## src/rtl/dl_arb_pkg.sv

```systemverilog
// Shared types for the download/CPU RAM arbiter: FSM states, FIFO entry layout
// and the download relocation helper.
package dl_arb_pkg;

    localparam int unsigned ADDR_W = 25;
    localparam int unsigned DATA_W = 8;

    typedef enum logic [1:0] {
        IDLE,
        DL_WR,
        CPU_ACC
    } state_t;

    typedef struct packed {
        logic [ADDR_W-1:0] addr;
        logic [DATA_W-1:0] data;
    } dl_entry_t;

    // Index 0 is the system ROM image; every other menu entry loads as a cartridge.
    function automatic logic [ADDR_W-1:0] dl_relocate(
        input logic [ADDR_W-1:0] offset,
        input logic [7:0]        index,
        input logic [ADDR_W-1:0] rom_base,
        input logic [ADDR_W-1:0] cart_base
    );
        return offset + ((index == 8'd0) ? rom_base : cart_base);
    endfunction

endpackage

```

## src/rtl/dl_ram_arbiter_if.sv

```systemverilog
// Download, CPU and RAM-controller signals of dl_ram_arbiter; master is the arbiter side.
// DL_ARB_CHECKSUM_EN adds the dl_checksum output.
interface dl_ram_arbiter_if;
    import dl_arb_pkg::*;

    logic              clkref;
    logic              dl_active;
    logic              dl_wr;
    logic [ADDR_W-1:0] dl_addr;
    logic [DATA_W-1:0] dl_data;
    logic [7:0]        dl_index;
    logic              cpu_req;
    logic              cpu_we;
    logic [ADDR_W-1:0] cpu_addr;
    logic [DATA_W-1:0] cpu_din;
    logic [DATA_W-1:0] cpu_dout;
    logic              cpu_ack;
    logic              cpu_hold;
    logic              mem_req;
    logic              mem_we;
    logic [ADDR_W-1:0] mem_addr;
    logic [DATA_W-1:0] mem_din;
    logic [DATA_W-1:0] mem_dout;
    logic              mem_ack;
    logic              load_done;
    logic              dl_overflow;
`ifdef DL_ARB_CHECKSUM_EN
    logic [7:0]        dl_checksum;
`endif

    modport master (
        input  clkref, dl_active, dl_wr, dl_addr, dl_data, dl_index,
        input  cpu_req, cpu_we, cpu_addr, cpu_din,
        output cpu_dout, cpu_ack, cpu_hold,
        output mem_req, mem_we, mem_addr, mem_din,
        input  mem_dout, mem_ack,
        output load_done, dl_overflow
`ifdef DL_ARB_CHECKSUM_EN
        , output dl_checksum
`endif
    );

    modport slave (
        output clkref, dl_active, dl_wr, dl_addr, dl_data, dl_index,
        output cpu_req, cpu_we, cpu_addr, cpu_din,
        input  cpu_dout, cpu_ack, cpu_hold,
        input  mem_req, mem_we, mem_addr, mem_din,
        output mem_dout, mem_ack,
        input  load_done, dl_overflow
`ifdef DL_ARB_CHECKSUM_EN
        , input dl_checksum
`endif
    );

endinterface

```

## src/rtl/dl_fifo.sv

```systemverilog
// Synchronous download write buffer: power-of-two depth, push dropped when full,
// simultaneous push/pop supported.
module dl_fifo
    import dl_arb_pkg::*;
#(
    parameter int unsigned DEPTH = 4
) (
    input  logic      clk,
    input  logic      reset,
    input  logic      push,
    input  logic      pop,
    input  dl_entry_t din,
    output dl_entry_t dout,
    output logic      full,
    output logic      empty
);

    localparam int unsigned AW = (DEPTH > 1) ? $clog2(DEPTH) : 1;
    localparam int unsigned CW = $clog2(DEPTH + 1);

    dl_entry_t      store [DEPTH];
    logic [AW-1:0]  wr_ptr;
    logic [AW-1:0]  rd_ptr;
    logic [CW-1:0]  count;
    logic           do_push;
    logic           do_pop;

    assign full    = (count == CW'(DEPTH));
    assign empty   = (count == '0);
    assign do_push = push && !full;
    assign do_pop  = pop && !empty;
    assign dout    = store[rd_ptr];

    always_ff @(posedge clk or posedge reset) begin
        if (reset) begin
            wr_ptr <= '0;
            rd_ptr <= '0;
            count  <= '0;
        end else begin
            if (do_push) wr_ptr <= wr_ptr + 1'b1;
            if (do_pop)  rd_ptr <= rd_ptr + 1'b1;
            case ({do_push, do_pop})
                2'b10:   count <= count + 1'b1;
                2'b01:   count <= count - 1'b1;
                default: count <= count;
            endcase
        end
    end

    always_ff @(posedge clk) begin
        if (do_push) store[wr_ptr] <= din;
    end

endmodule

```

## src/rtl/dl_ram_arbiter.sv

```systemverilog
// Shares one RAM port between the SPI download stream (buffered, relocated, priority)
// and the CPU. DL_ARB_CHECKSUM_EN adds a running byte checksum of the download.
module dl_ram_arbiter
    import dl_arb_pkg::*;
#(
    parameter int unsigned       FIFO_DEPTH = 4,
    parameter logic [ADDR_W-1:0] ROM_BASE   = 25'h000000,
    parameter logic [ADDR_W-1:0] CART_BASE  = 25'h010000
) (
    input logic              clk,
    input logic              reset,
    dl_ram_arbiter_if.master bus
);

    state_t            state;
    state_t            state_nxt;
    logic              dl_active_d;
    logic              dl_rise;
    dl_entry_t         push_entry;
    dl_entry_t         head;
    logic              fifo_pop;
    logic              fifo_full;
    logic              fifo_empty;
    logic              fifo_accept;
    logic              cpu_start;
    logic              cpu_take;
    logic              cpu_done;
    logic              drain_done;
    logic              cpu_we_r;
    logic [ADDR_W-1:0] cpu_addr_r;
    logic [DATA_W-1:0] cpu_din_r;
    logic [DATA_W-1:0] cpu_dout_r;
    logic              cpu_ack_r;
    logic              cpu_hold_r;
    logic              load_done_r;
    logic              overflow_r;
    logic              mem_req_c;
    logic              mem_we_c;
    logic [ADDR_W-1:0] mem_addr_c;
    logic [DATA_W-1:0] mem_din_c;

    assign dl_rise         = bus.dl_active && !dl_active_d;
    assign push_entry.addr = dl_relocate(bus.dl_addr, bus.dl_index, ROM_BASE, CART_BASE);
    assign push_entry.data = bus.dl_data;
    assign fifo_accept     = bus.dl_wr && !fifo_full;
    assign fifo_pop        = (state == DL_WR) && bus.mem_ack;
    assign cpu_done        = (state == CPU_ACC) && bus.mem_ack;

    // An incoming dl_wr blocks the CPU too, so a byte arriving with the request still wins.
    // The cpu_ack guard stops a request still held during its own ack cycle from re-issuing.
    assign cpu_start  = bus.cpu_req && bus.clkref && !cpu_hold_r && !cpu_ack_r && !bus.dl_wr;
    assign cpu_take   = (state == IDLE) && fifo_empty && cpu_start;
    assign drain_done = cpu_hold_r && !bus.dl_active && !bus.dl_wr && fifo_empty && (state == IDLE);

    dl_fifo #(
        .DEPTH (FIFO_DEPTH)
    ) u_fifo (
        .clk   (clk),
        .reset (reset),
        .push  (bus.dl_wr),
        .pop   (fifo_pop),
        .din   (push_entry),
        .dout  (head),
        .full  (fifo_full),
        .empty (fifo_empty)
    );

    always_ff @(posedge clk or posedge reset) begin
        if (reset) state <= IDLE;
        else       state <= state_nxt;
    end

    always_comb begin
        state_nxt  = state;
        mem_req_c  = 1'b0;
        mem_we_c   = 1'b0;
        mem_addr_c = '0;
        mem_din_c  = '0;
        case (state)
            IDLE: begin
                if (!fifo_empty)    state_nxt = DL_WR;
                else if (cpu_start) state_nxt = CPU_ACC;
            end
            DL_WR: begin
                mem_req_c  = 1'b1;
                mem_we_c   = 1'b1;
                mem_addr_c = head.addr;
                mem_din_c  = head.data;
                if (bus.mem_ack) state_nxt = IDLE;
            end
            CPU_ACC: begin
                mem_req_c  = 1'b1;
                mem_we_c   = cpu_we_r;
                mem_addr_c = cpu_addr_r;
                mem_din_c  = cpu_din_r;
                if (bus.mem_ack) state_nxt = IDLE;
            end
            default: state_nxt = IDLE;
        endcase
    end

    always_ff @(posedge clk or posedge reset) begin
        if (reset) begin
            cpu_we_r   <= 1'b0;
            cpu_addr_r <= '0;
            cpu_din_r  <= '0;
            cpu_dout_r <= '0;
            cpu_ack_r  <= 1'b0;
        end else begin
            if (cpu_take) begin
                cpu_we_r   <= bus.cpu_we;
                cpu_addr_r <= bus.cpu_addr;
                cpu_din_r  <= bus.cpu_din;
            end
            cpu_ack_r <= cpu_done;
            if (cpu_done) cpu_dout_r <= bus.mem_dout;
        end
    end

    // A rise mid-drain re-arms hold and cancels the pending done; a drop on that cycle still flags.
    always_ff @(posedge clk or posedge reset) begin
        if (reset) begin
            dl_active_d <= 1'b0;
            cpu_hold_r  <= 1'b0;
            load_done_r <= 1'b0;
            overflow_r  <= 1'b0;
        end else begin
            dl_active_d <= bus.dl_active;
            load_done_r <= 1'b0;
            if (dl_rise) begin
                cpu_hold_r <= 1'b1;
            end else if (drain_done) begin
                cpu_hold_r  <= 1'b0;
                load_done_r <= 1'b1;
            end
            if (dl_rise)                  overflow_r <= 1'b0;
            if (bus.dl_wr && fifo_full)   overflow_r <= 1'b1;
        end
    end

`ifdef DL_ARB_CHECKSUM_EN
    logic [7:0] checksum;

    always_ff @(posedge clk or posedge reset) begin
        if (reset) begin
            checksum <= '0;
        end else if (dl_rise || fifo_accept) begin
            checksum <= (dl_rise ? 8'h00 : checksum) + (fifo_accept ? bus.dl_data : 8'h00);
        end
    end

    assign bus.dl_checksum = checksum;
`endif

    assign bus.mem_req     = mem_req_c;
    assign bus.mem_we      = mem_we_c;
    assign bus.mem_addr    = mem_addr_c;
    assign bus.mem_din     = mem_din_c;
    assign bus.cpu_dout    = cpu_dout_r;
    assign bus.cpu_ack     = cpu_ack_r;
    assign bus.cpu_hold    = cpu_hold_r;
    assign bus.load_done   = load_done_r;
    assign bus.dl_overflow = overflow_r;

endmodule
```

## src/flat_wrapper.sv

```systemverilog
// flat-port wrapper written by rule: the top's interface ports become plain ports
module dl_ram_arbiter_flat import dl_arb_pkg::*;
#(
    parameter int unsigned       FIFO_DEPTH = 4,
    parameter logic [ADDR_W-1:0] ROM_BASE   = 25'h000000,
    parameter logic [ADDR_W-1:0] CART_BASE  = 25'h010000
)
  (clk, reset, bus_clkref, bus_dl_active, bus_dl_wr, bus_dl_addr, bus_dl_data, bus_dl_index, bus_cpu_req, bus_cpu_we, bus_cpu_addr, bus_cpu_din, bus_cpu_dout, bus_cpu_ack, bus_cpu_hold, bus_mem_req, bus_mem_we, bus_mem_addr, bus_mem_din, bus_mem_dout, bus_mem_ack, bus_load_done, bus_dl_overflow);
  dl_ram_arbiter_if bus_i ();
  input logic clk;
  input logic reset;
  input wire logic [$bits(bus_i.clkref)-1:0] bus_clkref;
  input wire logic [$bits(bus_i.dl_active)-1:0] bus_dl_active;
  input wire logic [$bits(bus_i.dl_wr)-1:0] bus_dl_wr;
  input wire logic [$bits(bus_i.dl_addr)-1:0] bus_dl_addr;
  input wire logic [$bits(bus_i.dl_data)-1:0] bus_dl_data;
  input wire logic [$bits(bus_i.dl_index)-1:0] bus_dl_index;
  input wire logic [$bits(bus_i.cpu_req)-1:0] bus_cpu_req;
  input wire logic [$bits(bus_i.cpu_we)-1:0] bus_cpu_we;
  input wire logic [$bits(bus_i.cpu_addr)-1:0] bus_cpu_addr;
  input wire logic [$bits(bus_i.cpu_din)-1:0] bus_cpu_din;
  output wire logic [$bits(bus_i.cpu_dout)-1:0] bus_cpu_dout;
  output wire logic [$bits(bus_i.cpu_ack)-1:0] bus_cpu_ack;
  output wire logic [$bits(bus_i.cpu_hold)-1:0] bus_cpu_hold;
  output wire logic [$bits(bus_i.mem_req)-1:0] bus_mem_req;
  output wire logic [$bits(bus_i.mem_we)-1:0] bus_mem_we;
  output wire logic [$bits(bus_i.mem_addr)-1:0] bus_mem_addr;
  output wire logic [$bits(bus_i.mem_din)-1:0] bus_mem_din;
  input wire logic [$bits(bus_i.mem_dout)-1:0] bus_mem_dout;
  input wire logic [$bits(bus_i.mem_ack)-1:0] bus_mem_ack;
  output wire logic [$bits(bus_i.load_done)-1:0] bus_load_done;
  output wire logic [$bits(bus_i.dl_overflow)-1:0] bus_dl_overflow;
  assign bus_i.clkref = bus_clkref;
  assign bus_i.dl_active = bus_dl_active;
  assign bus_i.dl_wr = bus_dl_wr;
  assign bus_i.dl_addr = bus_dl_addr;
  assign bus_i.dl_data = bus_dl_data;
  assign bus_i.dl_index = bus_dl_index;
  assign bus_i.cpu_req = bus_cpu_req;
  assign bus_i.cpu_we = bus_cpu_we;
  assign bus_i.cpu_addr = bus_cpu_addr;
  assign bus_i.cpu_din = bus_cpu_din;
  assign bus_cpu_dout = bus_i.cpu_dout;
  assign bus_cpu_ack = bus_i.cpu_ack;
  assign bus_cpu_hold = bus_i.cpu_hold;
  assign bus_mem_req = bus_i.mem_req;
  assign bus_mem_we = bus_i.mem_we;
  assign bus_mem_addr = bus_i.mem_addr;
  assign bus_mem_din = bus_i.mem_din;
  assign bus_i.mem_dout = bus_mem_dout;
  assign bus_i.mem_ack = bus_mem_ack;
  assign bus_load_done = bus_i.load_done;
  assign bus_dl_overflow = bus_i.dl_overflow;
  dl_ram_arbiter #(.FIFO_DEPTH(FIFO_DEPTH), .ROM_BASE(ROM_BASE), .CART_BASE(CART_BASE)) u_core (.clk(clk), .reset(reset), .bus(bus_i));
endmodule
```

## config.mk

```make
export PLATFORM = sky130hd
export DESIGN_NAME = dl_ram_arbiter_flat
export DESIGN_NICKNAME = d
export VERILOG_FILES = /design/src/rtl/dl_arb_pkg.sv /design/src/rtl/dl_ram_arbiter_if.sv /design/src/rtl/dl_fifo.sv /design/src/rtl/dl_ram_arbiter.sv /design/src/flat_wrapper.sv
export SDC_FILE = /design/constraint.sdc
export NUM_CORES = 1
export LEC_CHECK = 0
export CAP_MARGIN = 20
export CORE_ASPECT_RATIO = 0.75
export CORE_UTILIZATION = 49
export CTS_BUF_LIST = sky130_fd_sc_hd__clkbuf_4 sky130_fd_sc_hd__clkbuf_8
export DETAILED_ROUTE_END_ITERATION = 8
export GPL_TIMING_DRIVEN = 0
export PLACE_DENSITY = 0.85
export SETUP_SLACK_MARGIN = 0.5
export SLEW_MARGIN = 40
export SYNTH_ARGS = -nofsm -noshare
export SYNTH_HDL_FRONTEND = slang
export SYNTH_SLANG_ARGS = --single-unit
```

## constraint.sdc

```tcl
create_clock -name clk -period 2.3 [get_ports clk]
set_input_delay 0.575 -clock clk [delete_from_list [all_inputs] [get_ports clk]]
set_output_delay 0.575 -clock clk [all_outputs]
set_load 0.01 [all_outputs]
```

# Yosys cells after proc, flatten, opt, wreduce, memory -nomap -nowiden
# Memory sizes are Yosys's and may differ from the RTL's.
# Cells that the tools add are included.
[totals]
register_bits = 56
latchBits = 0
ram_bits = 132
romBits = 0
in_bits = 90
wordCells = 75
memories = 1
[op_classes]
n_addsub = 5
mul = 0
div_mod_pow = 0
order_cmp = 0
eq_ne = 7
shifts = 0
muxes = 18
bitwise = 0
n_reduce_logical = 31
[memory_table]
columns = ["name", "depth", "word_bits", "rd", "rd_clocked_by_memory_dff", "write_ports", "line", "rtl"]
rows = [
  ["u_core.u_fifo.store", 4, 33, 1, 0, 1, "dl_fifo.sv:21", "dl_entry_t store [DEPTH];"],
]
[op_table]
columns = ["cell", "n"]
rows = [
  ["one-hot mux 25 bit (2 select lines)", 1],
  ["adder 25 bit", 1],
  ["two-way mux 17 bit", 1],
  ["logical AND 1 bit", 16],
  ["one-hot mux 8 bit (2 select lines)", 1],
  ["two-way mux 1 bit", 9],
  ["zero test 8 bit", 1],
  ["zero test 1 bit", 7],
  ["two-way mux 2 bit", 3],
  ["one-hot mux 3 bit (2 select lines)", 1],
  ["nonzero test 2 bit", 3],
  ["adder 2 x 1 -> 2 bit, second input constant", 2],
  ["equality test 2 x 1 -> 1 bit, second input constant", 2],
  ["equality test 2 bit, second input constant", 2],
  ["one-hot mux 2 bit (2 select lines)", 1],
  ["adder 3 x 1 -> 3 bit, second input constant", 1],
  ["equality test 3 bit, second input constant", 1],
  ["zero test 3 bit", 1],
  ["inequality test 3 bit, second input constant", 1],
  ["subtractor 3 x 1 -> 3 bit, second input constant", 1],
  ["zero test 2 bit", 1],
  ["inequality test 2 x 1 -> 1 bit, second input constant", 1],
  ["one-hot mux 1 bit (2 select lines)", 1],
  ["AND reduction 2 bit", 1],
  ["OR reduction 2 bit", 1],
]

# Longest topological paths before layout
# Gate-level depths: netlist (run 1).
[logic_depth]
depth_word = 7
ltp_mapped = 9
mapped_depth_nobuf = 9

# Modules after synthesis
# From an unflattened synthesis (run 1), not the netlist that was laid out.
[unflattened]
cells_unflattened = 428
area_unflattened_um2 = 7822.5
[by_module_without_submodules]
columns = ["module", "n_inst", "cells_each", "area_per_inst_um2", "seq_area_each_um2"]
rows = [
  ["dl_fifo", 1, 211, 5242.5, 4139.0],
  ["dl_ram_arbiter", 1, 217, 2580.0, 1226.2],
]

# Worst setup path before layout (run 1)
# No wires, ideal clock.
[synth_timing]
path_kind = "input -> register"
start = "input bus_dl_wr"
end = "memory u_core.u_fifo.store[2][0] (netlist bit) (enable)"
setup_ps = 393
arrival_ps = 1798
setup_slack_ps = 109
cell_stages = 2
path_buffers = 0
cell_sequence = "a21boi_1 and2_1"
[synth_via]
elab_chain_len = 3
[synth_rtl]
columns = ["element", "line", "rtl"]
rows = [
  ["start, declared", "flat_wrapper.sv:14", "input wire logic [$bits(bus_i.dl_wr)-1:0] bus_dl_wr;"],
  ["logical AND 1 bit", "-", ""],
  ["two-way mux 1 bit", "dl_fifo.sv:51", "if (do_push) store[wr_ptr] <= din;"],
  ["two-way mux 1 bit (not written as such)", "dl_fifo.sv:51", ""],
  ["end, declared", "dl_fifo.sv:21", ""],
]
# Every way passes these cells.

# Worst setup path in the final report (run 1)
[layout_timing]
start = "register u_core.u_fifo.rd_ptr[0]"
end = "output bus_mem_addr[12]"
[layout_via]
elab_chain_len = 2
[layout_rtl]
columns = ["element", "line", "rtl"]
rows = [
  ["start, declared", "dl_fifo.sv:23", "logic [AW-1:0] rd_ptr;"],
  ["start signal, assigned", "dl_fifo.sv:41", "if (do_pop) rd_ptr <= rd_ptr + 1'b1;"],
  ["memory read (4 x 33 bit)", "-", ""],
  ["one-hot mux 25 bit (2 select lines)", "dl_ram_arbiter.sv:79", "case (state)"],
  ["end, declared", "flat_wrapper.sv:27", "output wire logic [$bits(bus_i.mem_addr)-1:0] bus_mem_addr;"],
]
# Every way passes these cells.

==> results of run 1 <==
==> flip-flops by register name (all words and copies together), names as in the netlist, 2 cells and up <==
name,cells
u_core.u_fifo.rd_ptr,2
u_core.u_fifo.wr_ptr,2
u_core.state,2
u_core.u_fifo.count,3
u_core.u_fifo.store,132
u_core.cpu_addr_r,25
u_core.bus.cpu_dout,8
u_core.cpu_din_r,8
==> stage by stage <==
step / setup TNS, ns / hold WS (ns) / std cells / worst slack, ns / util, %
final: -10.84 / 0.495 / 813 / -0.385 / 69.8
after global routing: -13.56 / 0.511 / 813 / -0.479 / 69.8
after CTS: -11.88 / 0.489 / 798 / -0.433 / 68.4
after detailed placement: -52.36 / 0.493 / 736 / -0.350 / 62.4
after global placement: -43.56 / 0.480 / 734 / -0.309 / 62.1
after floorplan: 0 / 0.481 / 393 / 0.380 / -
==> worst max-delay path: stages (launching register included) <==
cell and delay (ns):
sky130_fd_sc_hd__dfrtp_1 0.40, sky130_fd_sc_hd__buf_8 0.14, sky130_fd_sc_hd__buf_6 0.12, sky130_fd_sc_hd__buf_12 0.12
sky130_fd_sc_hd__buf_16 0.13, sky130_fd_sc_hd__mux4_2 0.41, sky130_fd_sc_hd__a22o_1 0.19, sky130_fd_sc_hd__buf_2 0.14
==> placed cells by master (no fill, tap or decap), types with 6 or more instances in the layout <==
cell                                n
sky130_fd_sc_hd__xnor2_1            6
sky130_fd_sc_hd__buf_4             15
sky130_fd_sc_hd__clkbuf_8          18
sky130_fd_sc_hd__clkbuf_16          6
sky130_fd_sc_hd__and2_4            10
sky130_fd_sc_hd__buf_2             33
sky130_fd_sc_hd__clkdlybuf4s50_1   88
sky130_fd_sc_hd__inv_1              7
sky130_fd_sc_hd__buf_6             14
sky130_fd_sc_hd__mux2_4            34
sky130_fd_sc_hd__edfxtp_1         132
sky130_fd_sc_hd__a22o_1            33
sky130_fd_sc_hd__buf_16             7
sky130_fd_sc_hd__dlygate4sd2_1     13
sky130_fd_sc_hd__dfrtp_1           54
sky130_fd_sc_hd__mux2_2             9
sky130_fd_sc_hd__buf_12            14
sky130_fd_sc_hd__mux4_2            33
==> per-layer routing <==
metal / part of all wire [%] / up-vias
li1: - / 1970
met1: 42 / 2354
met2: 50 / 193
met3: 6.9 / 20
met4: 1.1 / 0
met5: 0 / -
==> power by group through the flow <==
stage	clock network, mW	registers, mW	logic [mW]
after floorplan	0	4.61	2.37
after global placement	0	4.62	3.68
after detailed placement	0	4.68	3.81
after CTS	2.47	4.62	4.14
after global routing	2.61	4.70	4.76
final	2.44	4.64	4.49
==> cell families after synthesis <==
group	count (synthesis)
compound gates	43
xor+xnor	13
fa+ha+maj	11
buf+inv	30
flops	188
mux	77
simple gates	31
==> area by class of cell <==
class | instances | share of cell area (%)
multi-input cells | 179 | 22.4
clock buffers | 19 | 2.34
repair buffers | 179 | 17.0
well taps | 205 | 2.41
plain buffers | 19 | 3.17
clock inverters | 13 | 1.87
flip-flops and latches | 188 | 50.4
inverters | 11 | 0.423
==> Yosys cell counts, types with 2 or more instances <==
cell type,number,area share (%)
sky130_fd_sc_hd__nor2_1,3,0.15
sky130_fd_sc_hd__inv_1,11,0.54
sky130_fd_sc_hd__nand4_1,2,0.16
sky130_fd_sc_hd__mux4_2,33,9.7
sky130_fd_sc_hd__ha_1,10,1.6
sky130_fd_sc_hd__edfxtp_1,132,51
sky130_fd_sc_hd__nor2b_1,2,0.16
sky130_fd_sc_hd__xor2_1,4,0.46
sky130_fd_sc_hd__o211ai_1,2,0.20
sky130_fd_sc_hd__dfrtp_1,56,18
sky130_fd_sc_hd__buf_2,5,0.33
sky130_fd_sc_hd__clkbuf_1,10,0.49
sky130_fd_sc_hd__a22o_1,33,3.8
sky130_fd_sc_hd__nand2_1,5,0.24
sky130_fd_sc_hd__and2_1,6,0.49
sky130_fd_sc_hd__nor4_1,2,0.16
sky130_fd_sc_hd__nand3_1,3,0.20
sky130_fd_sc_hd__mux2_4,30,5.9
sky130_fd_sc_hd__a21oi_1,3,0.20
sky130_fd_sc_hd__mux2_2,13,1.9
sky130_fd_sc_hd__buf_6,3,0.44
sky130_fd_sc_hd__xnor2_1,9,1.0
==> worst max path at each step <==
stage / start / end / cells after the start
floorplan: u_core.u_fifo.rd_ptr[0] / bus_mem_addr[0] / 4
global placement: u_core.u_fifo.rd_ptr[1] / bus_mem_addr[4] / 5
detailed placement: bus_dl_wr / u_core.u_fifo.count[2] / 9
CTS: u_core.u_fifo.rd_ptr[0] / bus_mem_addr[12] / 7
global route: u_core.u_fifo.rd_ptr[0] / bus_mem_addr[5] / 7
finish: u_core.u_fifo.rd_ptr[0] / bus_mem_addr[12] / 7
==> repair_timing <==
action                     CTS  global route
hold endpoints to repair     0             0
resized for setup          204            20
gates cloned                 7             6
setup endpoints to repair  232           222
pin swaps                   10            14
buffers inserted            23             9
==> out/summary.md, run 1 <==
Outcome
* **status** finished, violations left
* **violations in the final reports** setup timing

Hold path
* **class of the tightest hold or removal check** in2async

Global routing
* **maximum number of pins on one net before global-route repair** 34
* **Total Routing Usage GR** 23.3%
* **global-route wire length before repair** 27200 um
* **global route overflow** 0
* **number of antenna violations at the first check in global routing** 0
* **met2 track demand over resource** 38.7%
* **routing usage on met1** 30.4%
* **Most Used Layer, Global Route** met2
* **met3 Usage GRT** 5.08%
* **number of global-route vias before repair** 4740

Die
* **IO Count** 137
* **Die Y-Extent** 111 um
* **core footprint** 15300 um2
* **standard-cell rows** 39
* **overall die area** 16200 um2
* **starting density of the core** 50.4%
* **die width** 147 um

STA
* **Setup WS post-layout** -0.385 ns
* **crit path time final** 2.68 ns
* **unrepaired setup endpoints after global routing** true
* **maximum clock frequency** 372 MHz
* **slew of the pin with the lowest slew margin** 0.495 ns
* **final setup skew** 0.0127 ns
* **setup-violating endpoint count in the final report** 33
* **count of final hold-check violations** 0
* **Slew Limit Fails** 0
* **final clock period utilization by the worst path** 117%
* **worst slew slack as a fraction of its limit** 66.9%

Final layout
* **Final Cell Area** 10700 um2
* **total area of multi-input combinational cells** 2390 um2
* **filler cell count in the final layout** 943
* **FF/Latch Area** 5370 um2
* **Antenna Cells** 0
* **Final Net Count** 696
* **proportion of layout cells with a drive suffix above 1** 39.3%
* **Layout area overhead** 38.4%

CTS
* **Clock Tree Root** sky130_fd_sc_hd__clkbuf_8
* **number of buffers created by CTS** 17
* **maximum root-to-sink buffer count** 2
* **CTS clock-pin slew for the worst setup and hold paths** 0.09 ns
* **H-Tree Depth** 4
* **clock latency on the worst-skew pair** 0.47 ns
* **clock tree from TritonCTS** built
* **# clock sinks** 188
* **cts hold-fix bufs** 0

Yosys
* **sequential share of the synthesized area** 69.7%
* **Simple-Gate Fraction of Synth Area** 2.80%
* **number of unique standard cell types used by synthesis** 38
* **number of standard cells after synthesis** 393
* **share of cell area taken by muxes after synthesis** 17.5%
* **Synthesized Nets** 494
* **largest family of logic cells by synthesized area** multiplexers
* **mapped cell area** 7700 um2
* **async set-reset flop share out of synthesis** 29.8%
* **Post-Syn Area per Cell** 19.6 um2
* **post-synthesis adder-cell area fraction** 1.89%
* **yosys warns** 0
* **compound-cell area share of the yosys netlist** 4.76%
* **Primary FF master, synth** sky130_fd_sc_hd__edfxtp_1
* **xor/xnor share of the synthesized area** 1.48%
* **flop and latch count out of synthesis** 188
* **number of synthesized flops with an enable pin** 132

Route
* **remaining design rule violation count** 0
* **count of vias placed by the detailed router** 4537
* **Final Routed Wirelength** 18800 um
* **Detailed Route Iter0 Violations** 319
* **antenna violation net count after detailed routing** 0
* **Wirelength per Cell** 23.1 um
* **number of iterations in the first detailed-routing pass** 6
* **routed via count divided by cell count** 5.58

Worst setup path
* **critical path arrival** 2.11 ns
* **cell count of the worst reg-to-reg path** 10
* **type of the worst setup path** reg2out
* **required time at the endpoint of the critical path** 1.73 ns
* **worst flop-to-flop path endpoint** u_core.u_fifo.count[2]
* **reg2reg setup slack** 0.31 ns
* **CP endpoint kind** output port
* **peak fanout along the critical path** 5
* **critical path launch point type** flop
* **FF-to-FF Start** u_core.state[1]

Placement
* **placed cell area** 9530 um2
* **placer congestion estimate** 0.745
* **number of buffer cells added on primary ports** 136
* **Detail Placement HPWL** 10500 um

Run
* **max capacitance violation total** 0

Power
* **static power due to leakage** 4.20 nW
* **fraction of power spent switching nets** 29.7%
* **peak supply drop** 0.545 mV
* **combinational power share** 38.8%
* **power density cells** 1090 nW/um2
* **sequential share of power** 40.1%
* **Int Pwr** 8.14 mW
* **net switching power of the design** 3.43 mW
* **power share of the clock group** 21.1%
* **post-layout power** 11.6 mW

(Power assumes the default switching activity.)
==> run 2, diff against run 1 <==
--- a/config.mk
+++ b/config.mk
@@ -11,6 +11,7 @@
 export CTS_BUF_LIST = sky130_fd_sc_hd__clkbuf_4 sky130_fd_sc_hd__clkbuf_8
 export DETAILED_ROUTE_END_ITERATION = 8
 export GPL_TIMING_DRIVEN = 0
+export MAX_ROUTING_LAYER = met4
 export PLACE_DENSITY = 0.85
 export SETUP_SLACK_MARGIN = 0.5
 export SLEW_MARGIN = 40
==> out/summary.md, run 2 (synthesis gave the netlist of run 1 again) <==
Outcome
* **status** finished, violations left
* **violations in the final reports** setup timing

CTS
* **clock tree from TritonCTS** built
* **H-Tree Depth** 4
* **# clock sinks** 188
* **clock latency on the worst-skew pair** 0.47 ns
* **Clock Tree Root** sky130_fd_sc_hd__clkbuf_8
* **CTS clock-pin slew for the worst setup and hold paths** 0.09 ns
* **number of buffers created by CTS** 17
* **cts hold-fix bufs** 0
* **maximum root-to-sink buffer count** 2

Final layout
* **Antenna Cells** 0
* **Final Net Count** 694
* **flip-flop count of the largest register after layout** 132
* **commonest cells after routing, fill and taps aside** sky130_fd_sc_hd__edfxtp_1, sky130_fd_sc_hd__clkdlybuf4s50_1, sky130_fd_sc_hd__dfrtp_1
* **Layout area overhead** 38.0%
* **proportion of layout cells with a drive suffix above 1** 39.4%
* **registers with the most flip-flops** u_core.u_fifo.store (132), u_core.cpu_addr_r (25)
* **register ranked first by flip-flop count** u_core.u_fifo.store
* **most common cell after layout, fill and taps aside** sky130_fd_sc_hd__edfxtp_1
* **share of the core filled with cells** 69.6%
* **Final Non-Filler Cells** 811

Power
* **power density cells** 1080 nW/um2
* **peak supply drop** 0.569 mV
* **static power due to leakage** 4.19 nW

Die
* **IO Count** 137
* **Die Y-Extent** 111 um
* **overall die area** 16200 um2
* **standard-cell rows** 39
* **die width** 147 um
* **core footprint** 15300 um2
* **starting density of the core** 50.4%

Route
* **Final Routed Wirelength** 18500 um
* **Wirelength per Cell** 22.8 um
* **Detailed Route Iter0 Violations** 322
* **count of vias placed by the detailed router** 4543
* **antenna violation net count after detailed routing** 0
* **number of iterations in the first detailed-routing pass** 5
* **routed via count divided by cell count** 5.60
* **remaining design rule violation count** 0

STA
* **worst slew slack as a fraction of its limit** 66.6%
* **crit path time final** 2.70 ns
* **maximum clock frequency** 370 MHz
* **hold slack final** 0.483 ns
* **unrepaired setup endpoints after global routing** true
* **final clock period utilization by the worst path** 117%
* **count of final hold-check violations** 0
* **setup-violating endpoint count in the final report** 34
* **final setup skew** 0.0111 ns
* **accumulated negative setup slack** -11.63 ns
* **Slew Limit Fails** 0
* **slew of the pin with the lowest slew margin** 0.501 ns
* **Setup WS post-layout** -0.400 ns

Global routing
* **maximum number of pins on one net before global-route repair** 34
* **global route overflow** 0
* **number of global-route vias before repair** 4737
* **number of antenna violations at the first check in global routing** 0
* **global-route wire length before repair** 27200 um
* **Total Routing Usage GR** 24.0%

Hold path
* **class of the tightest hold or removal check** in2async

Worst setup path
* **cell count of the worst reg-to-reg path** 8
* **kind of cell adding the most delay to the critical path** buffers and inverters
* **Critical path destination** bus_mem_addr[5]
* **Worst path depth** 7
* **reg2reg setup slack** 0.28 ns
* **FF-to-FF Start** u_core.state[1]
* **required time at the endpoint of the critical path** 1.73 ns
* **worst stage delay on the critical path** 0.41 ns
* **worst setup path startpoint** u_core.u_fifo.rd_ptr[0]
* **critical path arrival** 2.12 ns
* **worst flop-to-flop path endpoint** u_core.cpu_addr_r[4]
* **type of the worst setup path** reg2out
* **critical path launch point type** flop
* **worst path cell trace** buf_8 > buf_6 > buf_12 > buf_16 > mux4_2 > a22o_1 > buf_2
* **crit path max-delay cell type** sky130_fd_sc_hd__dfrtp_1
* **CP endpoint kind** output port
* **peak fanout along the critical path** 5
* **Crit path buffers/inverters** 5

Placement
* **Detail Placement HPWL** 10500 um
* **Cells after DPL** 736
* **placer congestion estimate** 0.755
* **Worst Setup Slack post-DPL** -0.350 ns
* **number of buffer cells added on primary ports** 136

Run
* **max capacitance violation total** 0

## run 2: cell types whose count changed in the layout (fill, tap and decap cells not counted), sizes merged
cell	before	now
buf	87	85
clkdlybuf4s15	0	2
clkdlybuf4s50	88	87
dlygate4sd2	13	11
dlymetal6s2s	0	1
## run 2: what timing repair did
action / 4_1_cts / 5_1_grt
endpoints found under the setup margin: 232 / 223
resized for setup: 204 / 22
endpoints found under the hold margin: 0 / 0
gates cloned: 7 / 6
pin swaps: 10 / 16
setup buffers: 23 / 7
## run 2: report_power, final
part           switching (mW)  internal (mW)
Combinational            1.97           2.38
Clock                    1.14           1.31
Sequential              0.276           4.36
Total                    3.39           8.05
## run 2: worst register-to-register path, stage by stage, from the launching register on
cell and delay [ns]:
sky130_fd_sc_hd__dfrtp_1 0.43, sky130_fd_sc_hd__inv_2 0.11, sky130_fd_sc_hd__ha_4 0.14, sky130_fd_sc_hd__nor4b_4 0.22, sky130_fd_sc_hd__nor3b_4 0.27, sky130_fd_sc_hd__buf_12 0.19
sky130_fd_sc_hd__buf_12 0.12, sky130_fd_sc_hd__buf_12 0.13, sky130_fd_sc_hd__mux2_4 0.30
## run 2: layer usage
| layer | global-route usage [%] | wire length, um |
|---|---|---|
| met1 | 30.5 | 7850 |
| met2 | 38.7 | 9250 |
| met3 | 5.21 | 1140 |
| met4 | 7.64 | 291 |
| met5 | - | 0 |
## run 2: area by class of cell
class                   instances  area, um2
clock buffers                  19        249
clock inverters                13        199
repair buffers                177       1790
plain buffers                  19        327
fillers                       949       4650
well taps                     205        256
inverters                      11       45.0
flip-flops and latches        188       5370
multi-input cells             179       2390
## run 2: how the worst min path moves through the flow
stage / from / end / slack, ns / depth (start not counted)
after global routing: reset / u_core.cpu_we_r / 0.51 / 2
after CTS: reset / u_core.cpu_we_r / 0.49 / 2
final: reset / u_core.cpu_we_r / 0.48 / 2
after global placement: u_core.bus.dl_overflow / u_core.bus.dl_overflow / 0.48 / 1
after detailed placement: u_core.bus.cpu_dout[2] / u_core.bus.cpu_dout[2] / 0.49 / 1
after floorplan: u_core.cpu_din_r[5] / u_core.cpu_din_r[5] / 0.48 / 1
## run 2: through the flow
stage               area (um2)  power, mW
finish                   10600       11.4
global route             10600       11.9
CTS                      10400       11.2
detailed placement        9530       8.48
global placement          9480       8.30
floorplan                 7860       6.98
